<file path="src/rtl/jtl_delay_pkg.sv">
// Shared types and constants for the JTL delay line: channel state encoding
// and the saturating drop-counter definition.
package jtl_delay_pkg;

   typedef enum logic [1:0] {
      CH_IDLE   = 2'd0,
      CH_ACTIVE = 2'd1,
      CH_PEND   = 2'd2
   } chan_state_t;

   localparam int DROP_W = 8;
   localparam logic [DROP_W-1:0] DROP_SAT = '1;

   function automatic logic [DROP_W-1:0] sat_inc(input logic [DROP_W-1:0] v);
      return (v == DROP_SAT) ? v : v + DROP_W'(1);
   endfunction

endpackage

</file>
<file path="src/rtl/jtl_delay_chan.sv">
// One SFQ delay channel: separation gate, programmable-tap shift line,
// deferred-config FSM, sticky violation flag and saturating reject counter.
module jtl_delay_chan
   import jtl_delay_pkg::*;
#(
   parameter int DEPTH         = 16,
   parameter int MIN_SEP       = 2,
   parameter int DEFAULT_DELAY = 3,
   parameter int DW            = $clog2(DEPTH)
) (
   input  logic              clk,
   input  logic              rst_n,
   input  logic              pulse_in,
   input  logic              bias_ok,
   input  logic              cfg_we,
   input  logic [DW-1:0]     cfg_delay,
   input  logic              viol_clr,
   output logic              pulse_out,
   output logic              viol,
   output logic              busy,
   output logic              cfg_pend,
   output logic [DROP_W-1:0] drop_cnt
);

   localparam int SW = $clog2(MIN_SEP + 1);
   localparam logic [SW-1:0] GAP_OPEN = SW'(MIN_SEP);

   chan_state_t      state, state_next;
   logic [DEPTH-1:0] line, line_shift, line_next, live_mask;
   logic [DW-1:0]    cur_delay, pend_delay, load_val;
   logic [SW-1:0]    gap;
   logic             window_open, accept, sep_rej, reject;
   logic             load_delay, latch_pend;

   always_comb begin
      window_open = (gap >= GAP_OPEN);
      accept      = pulse_in && bias_ok && window_open;
      sep_rej     = pulse_in && bias_ok && !window_open;
      reject      = pulse_in && !accept;
   end

   // The slot at cur_delay is emitted on this edge, so only slots below it stay in flight.
   always_comb begin
      line_shift = {line[DEPTH-2:0], accept};
      for (int i = 0; i < DEPTH; i++) begin
         live_mask[i] = (i < int'(cur_delay));
      end
      line_next = line_shift & live_mask;
   end

   assign busy = |line;

   always_ff @(posedge clk) begin
      if (!rst_n) begin
         line      <= '0;
         pulse_out <= 1'b0;
         gap       <= GAP_OPEN;
      end else begin
         line      <= line_next;
         pulse_out <= line_shift[cur_delay];
         if (accept) begin
            gap <= SW'(1);
         end else if (gap < GAP_OPEN) begin
            gap <= gap + SW'(1);
         end
      end
   end

   // A fresh violation takes priority over a clear in the same cycle.
   always_ff @(posedge clk) begin
      if (!rst_n) begin
         viol     <= 1'b0;
         drop_cnt <= '0;
      end else begin
         if (sep_rej) begin
            viol <= 1'b1;
         end else if (viol_clr) begin
            viol <= 1'b0;
         end
         if (reject) begin
            drop_cnt <= sat_inc(drop_cnt);
         end
      end
   end

   always_ff @(posedge clk) begin
      if (!rst_n) begin
         state <= CH_IDLE;
      end else begin
         state <= state_next;
      end
   end

   // A write arriving with pulses in flight, or alongside a new pulse, is parked until the line drains.
   always_comb begin
      state_next = state;
      load_delay = 1'b0;
      load_val   = cfg_delay;
      latch_pend = 1'b0;
      unique case (state)
         CH_IDLE, CH_ACTIVE: begin
            if (cfg_we && (busy || accept)) begin
               latch_pend = 1'b1;
               state_next = CH_PEND;
            end else begin
               load_delay = cfg_we;
               state_next = (|line_next) ? CH_ACTIVE : CH_IDLE;
            end
         end
         CH_PEND: begin
            latch_pend = cfg_we;
            if (!busy && !accept) begin
               load_delay = 1'b1;
               load_val   = cfg_we ? cfg_delay : pend_delay;
               state_next = CH_IDLE;
            end
         end
         default: state_next = CH_IDLE;
      endcase
   end

   always_comb begin
      cfg_pend = (state == CH_PEND);
   end

   always_ff @(posedge clk) begin
      if (!rst_n) begin
         cur_delay  <= DW'(DEFAULT_DELAY);
         pend_delay <= '0;
      end else begin
         if (load_delay) begin
            cur_delay <= load_val;
         end
         if (latch_pend) begin
            pend_delay <= cfg_delay;
         end
      end
   end

endmodule

</file>
<file path="src/rtl/jtl_delay_line.sv">
// Multi-channel SFQ delay line: one jtl_delay_chan per channel plus the
// configuration write decoder.
module jtl_delay_line
   import jtl_delay_pkg::*;
#(
   parameter int CHANNELS      = 4,
   parameter int DEPTH         = 16,
   parameter int MIN_SEP       = 2,
   parameter int DEFAULT_DELAY = 3,
   parameter int DW            = $clog2(DEPTH),
   localparam int CW           = (CHANNELS > 1) ? $clog2(CHANNELS) : 1
) (
   input  logic                       clk,
   input  logic                       rst_n,
   input  logic [CHANNELS-1:0]        pulse_in,
   input  logic                       bias_ok,
   input  logic                       cfg_we,
   input  logic [CW-1:0]              cfg_ch,
   input  logic [DW-1:0]              cfg_delay,
   input  logic [CHANNELS-1:0]        viol_clr,
   output logic [CHANNELS-1:0]        pulse_out,
   output logic [CHANNELS-1:0]        viol,
   output logic [CHANNELS-1:0]        busy,
   output logic [CHANNELS-1:0]        cfg_pend,
   output logic [DROP_W*CHANNELS-1:0] drop_cnt
);

   // Out-of-range channel numbers match no channel, so such writes vanish.
   for (genvar c = 0; c < CHANNELS; c++) begin : g_chan
      logic we_c;
      assign we_c = cfg_we && (cfg_ch == CW'(c));

      jtl_delay_chan #(
         .DEPTH         (DEPTH),
         .MIN_SEP       (MIN_SEP),
         .DEFAULT_DELAY (DEFAULT_DELAY),
         .DW            (DW)
      ) u_chan (
         .clk       (clk),
         .rst_n     (rst_n),
         .pulse_in  (pulse_in[c]),
         .bias_ok   (bias_ok),
         .cfg_we    (we_c),
         .cfg_delay (cfg_delay),
         .viol_clr  (viol_clr[c]),
         .pulse_out (pulse_out[c]),
         .viol      (viol[c]),
         .busy      (busy[c]),
         .cfg_pend  (cfg_pend[c]),
         .drop_cnt  (drop_cnt[c*DROP_W +: DROP_W])
      );
   end

endmodule

</file>
<file path="config.mk">
export PLATFORM = sky130hd
export DESIGN_NAME = jtl_delay_line
export DESIGN_NICKNAME = d
export VERILOG_FILES = /design/src/rtl/jtl_delay_pkg.sv /design/src/rtl/jtl_delay_chan.sv /design/src/rtl/jtl_delay_line.sv
export SDC_FILE = /design/constraint.sdc
export NUM_CORES = 1
export LEC_CHECK = 0
export CAP_MARGIN = 0
export CORE_MARGIN = 4
export CORE_UTILIZATION = 52
export CTS_CLUSTER_SIZE = 24
export DETAILED_ROUTE_END_ITERATION = 6
export GPL_TIMING_DRIVEN = 0
export PLACE_DENSITY_LB_ADDON = 0.25
export SYNTH_ARGS = -nofsm -noshare
export SYNTH_HDL_FRONTEND = slang
export SYNTH_HIERARCHICAL = 1
export SYNTH_SLANG_ARGS = --single-unit
export TNS_END_PERCENT = 1
</file>
<file path="constraint.sdc">
create_clock -name clk -period 1.95 [get_ports clk]
set_input_delay 0.585 -clock clk [delete_from_list [all_inputs] [get_ports clk]]
set_output_delay 0.585 -clock clk [all_outputs]
set_load 0.01 [all_outputs]
</file>
# After elaboration in Yosys (flattened, before gate mapping)
# Index checks and enable logic that the tools add are counted.
classes:
  n_addsub: 8
  bitwise_logic: 8
  mux: 72
  eq_ne: 19
  magnitude_cmp: 72
  reduce_logical: 73
ops:
  columns: ["cell", "n"]
  rows:
  - ["OR reduction 16 bit", 8]
  - ["< comparator 4 bit (first input constant)", 28]
  - ["AND 16 x 15 -> 16 bit", 4]
  - ["< comparator 3 x 4 -> 1 bit (first input constant)", 16]
  - ["2-to-1 mux 4 bit", 12]
  - ["adder 8 x 1 -> 8 bit (second input constant)", 4]
  - ["== test 8 bit (second input constant)", 4]
  - ["< comparator 1 x 4 -> 1 bit (first input constant)", 8]
  - ["< comparator 2 x 4 -> 1 bit (first input constant)", 8]
  - ["2-to-1 mux 2 bit", 16]
  - ["logical AND 1 bit", 28]
  - ["2-to-1 mux 1 bit", 28]
  - ["< comparator 4 x 5 -> 1 bit (second input constant)", 4]
  - ["binary-select mux 1 bit (select 4 bit)", 4]
  - ["case mux 1 bit (2 select lines)", 8]
  - ["case mux 2 bit (2 select lines)", 4]
  - ["nonzero test 2 bit", 8]
  - ["== test 2 bit (second input constant)", 6]
  - ["zero test 1 bit", 12]
  - ["== test 2 x 1 -> 1 bit (second input constant)", 5]
  - ["zero test 2 bit", 5]
  - ["adder 2 x 1 -> 2 bit (second input constant)", 4]
  - [">= comparator 2 bit (second input constant)", 4]
  - ["< comparator 2 bit (second input constant)", 4]
  - ["other kinds (5)", 20]
totals:
  elab_cells: 284
  regBits: 152

# Depth between registers and ports, before layout
# Gate-level depths: netlist of the first run.
depth:
  depth_word: 7
  ltp_mapped: 6
  depth_no_buf: 6

# Hierarchy
# Netlist of the first run, hierarchy kept.
by_module_without_submodules:
  columns: ["mod", "instances", "area_per_inst_um2", "cells_per_inst"]
  rows:
  - ["jtl_delay_chan at g_chan[1].u_chan ...", 2, 1871.8, 206]
  - ["jtl_delay_chan at g_chan[3].u_chan", 1, 1843.0, 205]
  - ["jtl_delay_chan at g_chan[0].u_chan", 1, 1816.7, 206]
  - ["jtl_delay_line", 1, 37.5, 4]

# Worst setup path after synthesis of the first run
# Ideal clock, no wire load.
synth_path:
  kind: "input to register"
  from: "input port cfg_ch[0]"
  to: "register g_chan[1].u_chan.cur_delay[0]"
  t_arrival_ns: 1.749
  setup_ns: 0.126
  path_slack_ns: 0.074
  cell_stages: 5
  cell_sequence: "and3b_1 nor3b_1 and2b_2 a211oi_1 mux2i_1"
synth_between:
  elab_chain_len: 5
synth_lines:
  columns: ["item", "line", "rtl"]
  rows:
  - ["start: declaration", "jtl_delay_line.sv:18", "input logic [CW-1:0] cfg_ch,"]
  - ["== test 2 x 1 -> 1 bit *", "jtl_delay_line.sv:31", "assign we_c = cfg_we && (cfg_ch == CW'(c));"]
  - ["logical AND 1 bit *", "jtl_delay_line.sv:31", null]
  - ["logical AND 1 bit / 2-to-1 mux 4 bit (equally long branches)", "jtl_delay_chan.sv:102, jtl_delay_chan.sv:114", null]
  - ["2-to-1 mux 1 bit / 2-to-1 mux 4 bit (equally long branches)", "jtl_delay_chan.sv:102, jtl_delay_chan.sv:112", null]
  - ["case mux 1 bit (2 select lines) / 2-to-1 mux 4 bit (equally long branches)", "jtl_delay_chan.sv:100", "unique case (state)"]
  - ["end signal: assignment", "jtl_delay_chan.sv:128", "cur_delay <= DW'(DEFAULT_DELAY);"]
  - ["end signal: assignment", "jtl_delay_chan.sv:132", "cur_delay <= load_val;"]
  - ["end: declaration", "jtl_delay_chan.sv:30", "logic [DW-1:0] cur_delay, pend_delay, load_val;"]
# Mark *: on every way between the ends. The rest lies on a longest branch, timed or not.
# A chain may end at the register's enable or synchronous reset.

# Final worst setup path of the first run
layout_path:
  from: "register g_chan[1].u_chan.line[1]"
  to: "output port busy[1]"
layout_between:
  elab_chain_len: 1
layout_lines:
  columns: ["item", "line", "rtl"]
  rows:
  - ["start: declaration", "jtl_delay_chan.sv:29", "logic [DEPTH-1:0] line, line_shift, line_next, live_mask;"]
  - ["start signal: assignment", "jtl_delay_chan.sv:59", "line <= line_next;"]
  - ["OR reduction 16 bit", "jtl_delay_chan.sv:51", "assign busy = |line;"]
  - ["end: declaration", "jtl_delay_line.sv:23", "output logic [CHANNELS-1:0] busy,"]
# Every way passes these cells.

==> results.md, run 1 <==
* PD cells at 797 nW/um2
* Final Core Density at 65.7%
* Most frequently used flop master after synthesis: dfxtp_1
* Maxcap violations at 0
* Design Power at 7.30 mW
* Ports at 66
* Final-report hold violation count at 0
* Post-Syn Area at 7440 um2
* Place WS at -0.983 ns
* Share of cells above drive strength 1 at 17.8%
* Adder-cell share of the synthesized area at 1.75%
* Seq pwr share at 43.2%
* Synthesized net count at 853
* Layout area overhead at 23.1%
* Critical path capture point type: output pin
* Routed via count at 6,704
* TritonCTS Buffers at 17
* Unrepaired setup endpoints after global routing: true
* Switching part of the total at 23.4%
* Post-synth EDFFs at 0
* Seq/Total Area, Yosys at 39.8%
* Max VDD drop at 0.000656 V
* Slew of the pin with the lowest slew margin at 0.656 ns
* Xor and xnor area share after synthesis at 0.942%
* DP Wirelength at 12.1 mm
* Fmax at 439 MHz
* Die height at 128 um
* R2R setup slack at 0.03 ns
* Hold Buf Count CTS at 0
* Largest family of logic cells by synthesized area: simple AND/OR/NAND/NOR gates
* Setup CP Type: register to output pin
* Clock power frac at 47.3%
* Fin crit period at 2.28 ns
* Simple-gate share of the synthesized area at 22.5%
* Final #Nets at 953
* Internal Power at 5.59 mW
* Synth Register Bits at 148
* CTS tree: built
* Pre-Repair DR Iteration Count at 6
* Cell variety after synth at 75
* Reg clk slew, reported paths at 0.06 ns
* Post-synth ARST share at 0%
* CP Launch Type: register
* Worst R2R Start: g_chan[2].u_chan/gap[0]
* Synth Instances at 827
* Failing checks: negative setup slack
* H-tree depth at 4
* Vias/cell at 5.99
* Routed WL at 18.1 mm
* Mux contribution to synthesized area at 10.3%
* Hold Path Origin: g_chan[3].u_chan/pend_delay[0]
* Maximum clock path buffer count at 2
* Mean Syn Cell Area at 9.00 um2
* Initial drt markers at 617
* Hold Path Depth at 2
* Worst-case reg-to-reg path depth at 6
* Reg-to-reg critical path endpoint: g_chan[2].u_chan/state[0]
* Comb pwr share at 9.5%
* Die Width at 128 um
* Remaining Overflow, GRT at 0
* Final WS setup at -0.330 ns
* Sink Count at 148
* Port bufs at 65
* Status: finished, violations left
* Drt wl/cell at 16.2 um
* Clock Latency Late Sink at 0.43 ns
* Root Buffer Master: clkbuf_16
* Slew headroom at 56.3%
* Gpl congestion at 0.930
* Antenna-violating nets left at 0
* HP Class: register to register
* Critical Path Fanout Max at 2
* DR DRC count at 0
* Setup Skew at 0.00878 ns
* Largest net degree at the start of global routing at 17
* Req. time, crit path at 1.36 ns
* Starting Density at 53.4%
* Initial antenna violation count at 1
* Final setup viols at 14
* Fin. max-slew vios at 0
* Row count at 43
* Final worst path period share at 117%
* Core region area at 13,900 um2
* First-pass GRT wire length at 30.2 mm
* Arrival time at the worst endpoint at 1.70 ns
* Die area at 16,300 um2
* Vias in the first global route at 6,211
* Synth Area in Compound Gates at 18.6%
* Warnings, synthesis at 6
* WHS Endpoint: g_chan[3].u_chan/pend_delay[0]
* Switching power at 1.71 mW
* Tot GR Track Use at 22.6%
* Leak at 3.68 nW
==> power by group through the flow <==
stage          Combinational (mW)  Sequential, mW  Clock (mW)
2_1_floorplan               0.435            3.21           0
3_5_place_dp                0.657            3.22           0
3_3_place_gp                0.647            3.22           0
5_1_grt                     0.759            3.16        3.64
4_1_cts                     0.681            3.15        3.50
6_report                    0.693            3.15        3.45
==> per-layer routing <==
layer / up-vias / wire [um] / global-route usage, %
met2: 250 / 8200 / 34.9
met4: 0 / 369 / 8.74
met5: - / 0 / 0
li1: 3248 / - / -
met3: 39 / 1140 / 5.14
met1: 3167 / 8370 / 30.9
==> critical path, stage by stage, from the launching register on <==
cell and delay, ns:
dfxtp_2 0.32, or4_4 0.54, nor3_4 0.17, nand2_2 0.10
buf_6 0.13
==> state kept, by name, indices dropped and copies added, names as in the netlist <==
| register | flops |
|---|---|
| g_chan.u_chan/line | 60 |
| g_chan.u_chan/drop_cnt | 32 |
| g_chan.u_chan/cur_delay | 16 |
| g_chan.u_chan/pend_delay | 16 |
| g_chan.u_chan/gap | 8 |
| g_chan.u_chan/state | 8 |
| g_chan.u_chan/pulse_out | 4 |
| g_chan.u_chan/viol | 4 |
==> logic make-up (layout without fill, tap and decap cells) <==
family | count (synthesis) | after routing
adders and majority gates | 11 | 11
xor gates and xnor gates | 8 | 8
other | 0 | 1
and+or+nand+nor | 322 | 322
buffers and inverters | 82 | 193
DFF | 148 | 148
AOI/OAI and AO/OA | 197 | 197
muxes | 59 | 59
==> per-stage QoR <==
stage | instance area [um2] | TNS, ns | hold slack (ns) | cells
finish | 9160 | -1.80 | 0.452 | 1119
global route | 9160 | -3.49 | 0.474 | 1119
CTS | 9080 | -1.70 | 0.452 | 1116
detailed placement | 8320 | -69.21 | 0.444 | 1072
global placement | 8320 | -66.16 | 0.439 | 1072
floorplan | 7440 | 0 | 0.430 | 827
==> layout by cell type, fill, tap and decap left out, drive strengths merged, types with 31 or more instances in the layout <==
cell	n
a21oi	66
mux2i	38
buf	31
nor2	56
inv	34
nand2	112
dlygate4sd2	32
clkbuf	60
nand3	41
o21ai	42
dfxtp	148
==> synth_stat cells (4+ instances only) <==
master     instances  share of area, %
a211oi_1           4              0.40
a21oi_1           65               4.4
a32oi_1            4              0.47
and2b_2            6              0.71
and3_1            16               1.3
and4_1             6              0.71
buf_2              6              0.40
clkbuf_1          24               1.2
clkbuf_8          12               2.2
dfxtp_1          148                40
ha_1               8               1.3
inv_1             34               1.7
mux2_2             6              0.91
mux2i_1           38               5.1
mux4_2            13               3.9
nand2_1          112               5.6
nand3_1           41               2.8
nor2_1            55               2.8
nor3_1             8              0.54
nor3b_1            7              0.71
nor4_1            13               1.1
o2111ai_1          5              0.59
o211ai_1           8              0.81
o21ai_0           38               2.6
o311a_1            5              0.67
o311ai_0           4              0.47
o31ai_1           12               1.2
o41ai_1            5              0.59
or3_1             11              0.92
or4_1             10               1.0
xor2_1             8              0.94
==> what timing repair did <==
item | in CTS | in global routing
endpoints found under the setup margin | 125 | 57
hold endpoints to repair | 0 | 0
pin swaps | 10 | 6
gates resized for setup | 87 | 21
setup buffers | 14 | 2
==> worst max-delay path by stage <==
stage                     slack, ns                startpoint                             to  depth (start not counted)
after floorplan                0.07                 cfg_ch[0]  g_chan[1].u_chan/cur_delay[0]                          5
after global placement        -0.98                   bias_ok      g_chan[2].u_chan/state[0]                          5
after detailed placement      -0.98                   bias_ok      g_chan[2].u_chan/state[0]                          5
after CTS                     -0.37  g_chan[1].u_chan/line[1]                        busy[1]                          4
after global routing          -0.38  g_chan[1].u_chan/line[1]                        busy[1]                          4
final                         -0.33  g_chan[1].u_chan/line[1]                        busy[1]                          4
==> cell type report <==
cell class / instances / area [um2]
Tap cell: 180 / 225
Inverter: 34 / 130
Timing Repair Buffer: 81 / 741
Antenna cell: 1 / 2.50
Clock buffer: 23 / 508
Multi-Input combinational cell: 597 / 4100
Buffer: 48 / 334
Sequential cell: 148 / 3000
Clock inverter: 7 / 120
Fill cell: 1151 / 4780
No activity file was read; power rests on OpenSTA's default activity.
==> run 2: changes to the inputs <==
--- a/config.mk
+++ b/config.mk
@@ -6,7 +6,7 @@
 export NUM_CORES = 1
 export LEC_CHECK = 0
 export CAP_MARGIN = 0
-export CORE_MARGIN = 4
+export CORE_MARGIN = 10
 export CORE_UTILIZATION = 52
 export CTS_CLUSTER_SIZE = 24
 export DETAILED_ROUTE_END_ITERATION = 6
==> results.md, run 2 (same netlist as run 1, synthesis figures left out) <==
* Core region area at 13,900 um2 (unchanged)
* Remaining Overflow, GRT at 0 (unchanged)
* Arrival time at the worst endpoint at 1.68 ns (-0.02 ns)
* Clock Latency Late Sink at 0.42 ns (about the same)
* Biggest regs: g_chan.u_chan/line x60, g_chan.u_chan/drop_cnt x32
* First-pass GRT wire length at 30.2 mm (+0.19%)
* Final setup viols at 16 (+2)
* Pre-Repair DR Iteration Count at 6 (unchanged)
* Hold Buf Count CTS at 0 (unchanged)
* PD cells at 806 nW/um2 (+1.1%)
* Slew of the pin with the lowest slew margin at 0.636 ns (-0.0196 ns)
* Critical path capture point type: output pin
* Drt wl/cell at 16.3 um (+0.90%)
* CTS tree: built
* Commonest non-fill, non-tap cell in the layout: dfxtp_1
* Row count at 43 (unchanged)
* Final Core Density at 64.9% (-0.79 points)
* Die area at 19,500 um2 (+20%)
* Leak at 3.58 nW (-2.8%)
* Post-route cell area at 9050 um2 (-1.2%)
* Layout area overhead at 21.6%
* Most frequent cells in the layout: dfxtp_1 (136), nand2_1 (112), a21oi_1 (65)
* Final Instance Count excl. Fillers at 1,114 (-0.45%)
* Dpl cell area at 8320 um2 (unchanged)
* Initial drt markers at 595 (-3.6%)
* Req. time, crit path at 1.36 ns (about the same)
* Initial antenna violation count at 2 (+1)
* Routed WL at 18.2 mm (+0.45%)
* DR DRC count at 0 (unchanged)
* Final-report hold violation count at 0 (unchanged)
* Fmax at 441 MHz (+0.52%)
* DP Wirelength at 12.4 mm (+2.2%)
* Reg clk slew, reported paths at 0.06 ns (about the same)
* Maxcap violations at 0 (unchanged)
* Fin crit period at 2.27 ns (-0.0119 ns)
* Die height at 140 um (+9.4%)
* TritonCTS Buffers at 17 (unchanged)
* Placed insts at 1,072 (unchanged)
* Critical Path Fanout Max at 2 (unchanged)
* Antenna-violating nets left at 0 (unchanged)
* Setup Skew at 0.00624 ns (-0.00254 ns)
* Slew headroom at 57.6% (+1.3 points)
* Largest net degree at the start of global routing at 17 (unchanged)
* Root Buffer Master: clkbuf_16
* H-tree depth at 4 (unchanged)
* Vias in the first global route at 6,150 (-0.98%)
* Max reg flops at 60 (unchanged)
* Unrepaired setup endpoints after global routing: true
* Die Width at 140 um (+9.4%)
* Routed via count at 6,614 (-1.3%)
* Sink Count at 148 (unchanged)
* Final WS setup at -0.318 ns (+0.0119 ns)
* Starting Density at 53.4% (unchanged)
* Failing checks: negative setup slack
* Crit path max-delay cell type: or4_4
* Worst-case reg-to-reg path depth at 6 (unchanged)
* Place WS at -1.00 ns (-0.0210 ns)
* Status: finished, violations left
* Crit path largest cell delay at 0.54 ns (about the same)
* Vias/cell at 5.94 (-0.90%)
* Gpl congestion at 0.942 (+1.3%)
* Top reg by flops: g_chan.u_chan/line
* Final worst path period share at 116% (-0.61 points)
* Design Power at 7.29 mW (-0.12%)
* Share of cells above drive strength 1 at 16.2% (-1.6 points)
* CP Launch Type: register
* Hold Path Depth at 2 (unchanged)
* Port bufs at 65 (unchanged)
* HP Class: register to register
* Final #Nets at 946 (-0.73%)
* Tot GR Track Use at 18.3% (-4.3 points)
* Ports at 66 (unchanged)
* Maximum clock path buffer count at 2 (unchanged)
* Max VDD drop at 0.000636 V (-3.2%)
* Fin. max-slew vios at 0 (unchanged)
* Setup CP Type: register to output pin
* Cells along the critical path: or4_4 -> nor3_4 -> nand2_1 -> buf_2
[run 2: cell count changes in the layout (fill, tap and decap cells not counted), moves of 3 or more]
cell,change
dfxtp_1,+9
buf_4,-7
dfxtp_2,-6
dlymetal6s2s_1,-6
clkbuf_8,-3
clkinv_2,+3
dfxtp_4,-3
dlygate4sd2_1,+3
nor4_2,+3
[run 2: worst max-delay path: cells and delay by family (launching register included)]
kind	cells	cell delay, ns
flip-flops	1	0.33
AND/OR/NAND/NOR	3	0.78
buffers and inverters	1	0.15
[run 2: timing repair]
item | CTS | global route
buffers inserted | 9 | 0
pin swaps | 10 | 5
resized for setup | 80 | 12
endpoints found under the setup margin | 128 | 48
[run 2: metal layers]
layer  vias up  part of all wire, %  track usage, %
met5         -                0.072               0
met4         2                  2.0            6.47
met3        33                  7.6            6.57
met2       245                   44            27.7
met1      3098                   46            23.4
li1       3236                    -               -
[run 2: path summary, 6_finish.rpt]
check / slack (ns) / endpoint / startpoint
max: -0.32 / busy[2] / g_chan[2].u_chan/line[1]
min: 0.45 / g_chan[3].u_chan/pend_delay[0] / g_chan[3].u_chan/pend_delay[0]
max reg2reg: -0.13 / g_chan[0].u_chan/state[0] / g_chan[0].u_chan/gap[0]
min reg2reg: 0.45 / g_chan[3].u_chan/pend_delay[0] / g_chan[3].u_chan/pend_delay[0]
[run 2: power breakdown]
part	total (mW)	internal [mW]	switching, mW
sequential	3.16	3.09	0.0626
clock	3.46	2.24	1.22
combinational	0.676	0.285	0.391
[run 2: area by class of cell]
type | instances | area [um2]
plain buffers | 48 | 335
flip-flops and latches | 148 | 2980
diodes | 1 | 2.50
clock buffers | 23 | 478
repair buffers | 74 | 652
multi-input cells | 597 | 4100
inverters | 34 | 128
well taps | 180 | 225
clock inverters | 9 | 150
fillers | 1166 | 4890
[run 2: per-stage QoR]
| stage | hold WS (ns) | setup TNS [ns] |
|---|---|---|
| 4_1_cts | 0.453 | -1.70 |
| 5_1_grt | 0.478 | -3.91 |
| 3_3_place_gp | 0.441 | -66.95 |
| 2_1_floorplan | 0.430 | 0 |
| 6_report | 0.453 | -1.93 |
| 3_5_place_dp | 0.444 | -69.21 |
==> run 3: changes to the inputs <==
--- a/config.mk
+++ b/config.mk
@@ -16,4 +16,4 @@
 export SYNTH_HDL_FRONTEND = slang
 export SYNTH_HIERARCHICAL = 1
 export SYNTH_SLANG_ARGS = --single-unit
-export TNS_END_PERCENT = 1
+export TNS_END_PERCENT = 10
==> results.md, run 3 (same netlist as run 1, synthesis figures left out) <==
* Gpl congestion at 0.942 (unchanged)
* Initial drt markers at 599 (+0.67%)
* Final #Nets at 951 (+0.53%)
* Dominant delay contributor by cell family on the critical path: simple AND/OR/NAND/NOR gates
* Remaining Overflow, GRT at 0 (unchanged)
* Root Buffer Master: clkbuf_16
* Post-route cell area at 9180 um2 (+1.5%)
* Clock Latency Late Sink at 0.42 ns (about the same)
* Critical Path Source: g_chan[2].u_chan/line[1]
* Met2 usage at 28.4% (+0.70 points)
* Max VDD drop at 0.000637 V (+0.24%)
* Crit path max-delay cell type: or4_4
* Design Power at 7.32 mW (+0.45%)
* Gr busiest metal: met2
* DR DRC count at 0 (unchanged)
* Top reg by flops: g_chan.u_chan/line
* Worst R2R Start: g_chan[2].u_chan/gap[1]
* Vias/cell at 5.94 (+0.11%)
* Internal Power at 5.63 mW (+0.21%)
* Failing checks: negative setup slack
* Final-report hold violation count at 0 (unchanged)
* Maxcap violations at 0 (unchanged)
* Final worst path period share at 117% (+0.54 points)
* Slew of the pin with the lowest slew margin at 0.560 ns (-0.0764 ns)
* Status: finished, violations left
* Dpl cell area at 8320 um2 (unchanged)
* Most frequent cells in the layout: dfxtp_1 (130), nand2_1 (112), a21oi_1 (65)
* Switching part of the total at 23.2% (+0.19 points)
* Final Instance Count excl. Fillers at 1,119 (+0.45%)
* Footprint of the multi-input gates at 4180 um2 (+2.0%)
* Antenna-violating nets left at 0 (unchanged)
* Layout area overhead at 23.4%
* Unrepaired setup endpoints after global routing: true
* CP Depth at 4 (unchanged)
* R2R setup slack at 0.06 ns (+0.19 ns)
* Fmax at 439 MHz (-0.46%)
* DP Wirelength at 12.4 mm (unchanged)
* First-pass GRT wire length at 30.4 mm (+0.55%)
* Biggest regs: g_chan.u_chan/line x60, g_chan.u_chan/drop_cnt x32
* Arrival time at the worst endpoint at 1.69 ns (about the same)
* Drt wl/cell at 16.5 um (+1.0%)
* Seq pwr share at 43.1% (-0.2 points)
* CTS tree: built
* Critical Path Fanout Max at 2 (unchanged)
* Pre-Repair DR Iteration Count at 6 (unchanged)
* M3 GR Usage at 5.99% (-0.58 points)
* Comb pwr share at 9.6% (+0.3 points)
* Setup CP Type: register to output pin
* Max reg flops at 60 (unchanged)
* Worst hold slack at 0.453 ns (+0.000479 ns)
* Final setup viols at 7 (-9)
* Fin crit period at 2.28 ns (+0.0106 ns)
* Worst-case reg-to-reg path depth at 5 (-1)
* PD cells at 798 nW/um2 (-1.0%)
* Fin. max-slew vios at 0 (unchanged)
* Leak at 3.64 nW (+1.7%)
* Die area at 19,500 um2 (unchanged)
* Reg-to-reg critical path endpoint: g_chan[2].u_chan/state[0]
* Maximum clock path buffer count at 2 (unchanged)
* Hold Buf Count CTS at 0 (unchanged)
* Req. time, crit path at 1.36 ns (about the same)
* Share of cells above drive strength 1 at 17.9% (+1.7 points)
* Cells along the critical path: or4_4 -> nor3_4 -> nand2_1 -> buf_2
* Hold Path Depth at 2 (unchanged)
* Final WS setup at -0.329 ns (-0.0106 ns)
* Die height at 140 um (unchanged)
* Placed insts at 1,072 (unchanged)
* Slew headroom at 62.7% (+5.1 points)
* Switching power at 1.70 mW (+1.3%)
* Port bufs at 65 (unchanged)
* Vias in the first global route at 6,205 (+0.89%)
* Critical path capture point type: output pin
* Initial antenna violation count at 2 (unchanged)
* Ports at 66 (unchanged)
* Routed WL at 18.4 mm (+1.5%)
* Starting Density at 53.4% (unchanged)
* Die Width at 140 um (unchanged)
* Row count at 43 (unchanged)
* TritonCTS Buffers at 17 (unchanged)
* Crit path largest cell delay at 0.54 ns (about the same)
* HP Class: register to register
* Clock power frac at 47.3% (about the same)
* Core region area at 13,900 um2 (unchanged)
* H-tree depth at 4 (unchanged)
* Sequential Area at 2990 um2 (+0.42%)
* Crit path capture: busy[2]
* Met1 GRT Util at 23.4% (+0.050 points)
* Buf/Inv on CP at 1 (unchanged)
* Final Core Density at 65.9% (+0.96 points)
* Reg clk slew, reported paths at 0.06 ns (about the same)
* Largest net degree at the start of global routing at 17 (unchanged)
* # fillers at 1,135 (-2.7%)
* Commonest non-fill, non-tap cell in the layout: dfxtp_1
* Tot GR Track Use at 18.3% (+0.081 points)
* Routed via count at 6,651 (+0.56%)
* Setup Skew at 0.00454 ns (-0.00169 ns)
* CP Launch Type: register
* Sink Count at 148 (unchanged)
## run 3: area by class of cell
cell class | instances | area share [%]
clock inverter | 9 | 1.64
sequential | 148 | 32.6
inverter | 34 | 1.42
clock buffer | 23 | 5.21
multi-input combinational | 597 | 45.5
buffer | 48 | 3.62
timing repair buffer | 79 | 7.55
antenna | 1 | 0.0273
tap | 180 | 2.45
## run 3: per-layer routing
| layer | vias to the layer above | wire (um) |
|---|---|---|
| met5 | - | 13 |
| met4 | 2 | 341 |
| met3 | 41 | 1320 |
| met2 | 241 | 8290 |
| met1 | 3116 | 8460 |
| li1 | 3251 | - |
## run 3: per-stage QoR
stage,setup slack [ns],setup TNS (ns)
2_1_floorplan,0.0743,0
3_3_place_gp,-0.986,-66.95
3_5_place_dp,-1.00,-69.21
4_1_cts,-0.394,-1.35
5_1_grt,-0.380,-1.87
6_report,-0.329,-1.24
## run 3: power groups by stage
stage / clock network [mW] / logic (mW) / registers [mW]
finish: 3.46 / 0.705 / 3.15
global route: 3.66 / 0.774 / 3.16
CTS: 3.53 / 0.683 / 3.15
detailed placement: 0 / 0.656 / 3.22
global placement: 0 / 0.650 / 3.22
floorplan: 0 / 0.435 / 3.21
## run 3: timing repair
action,4_1_cts,5_1_grt
resized for setup,90,25
pin swaps,11,7
hold endpoints to repair,0,0
buffers inserted,14,0
endpoints found under the setup margin,128,43
## run 3: how the worst min path moves through the flow
stage,from,endpoint,slack [ns]
2_1_floorplan,g_chan[3].u_chan/pend_delay[0],g_chan[3].u_chan/pend_delay[0],0.43
3_3_place_gp,g_chan[3].u_chan/pend_delay[0],g_chan[3].u_chan/pend_delay[0],0.44
3_5_place_dp,g_chan[3].u_chan/pend_delay[0],g_chan[3].u_chan/pend_delay[0],0.44
4_1_cts,g_chan[3].u_chan/pend_delay[0],g_chan[3].u_chan/pend_delay[0],0.45
5_1_grt,g_chan[1].u_chan/pend_delay[2],g_chan[1].u_chan/pend_delay[2],0.48
6_report,g_chan[3].u_chan/pend_delay[0],g_chan[3].u_chan/pend_delay[0],0.45
## run 3: worst reg2reg max path: stages (launching register included)
cell and delay [ns]:
dfxtp_1 0.37, ha_1 0.25, o211ai_1 0.36, o22ai_1 0.15, a2111oi_1 0.46, a221oi_1 0.15
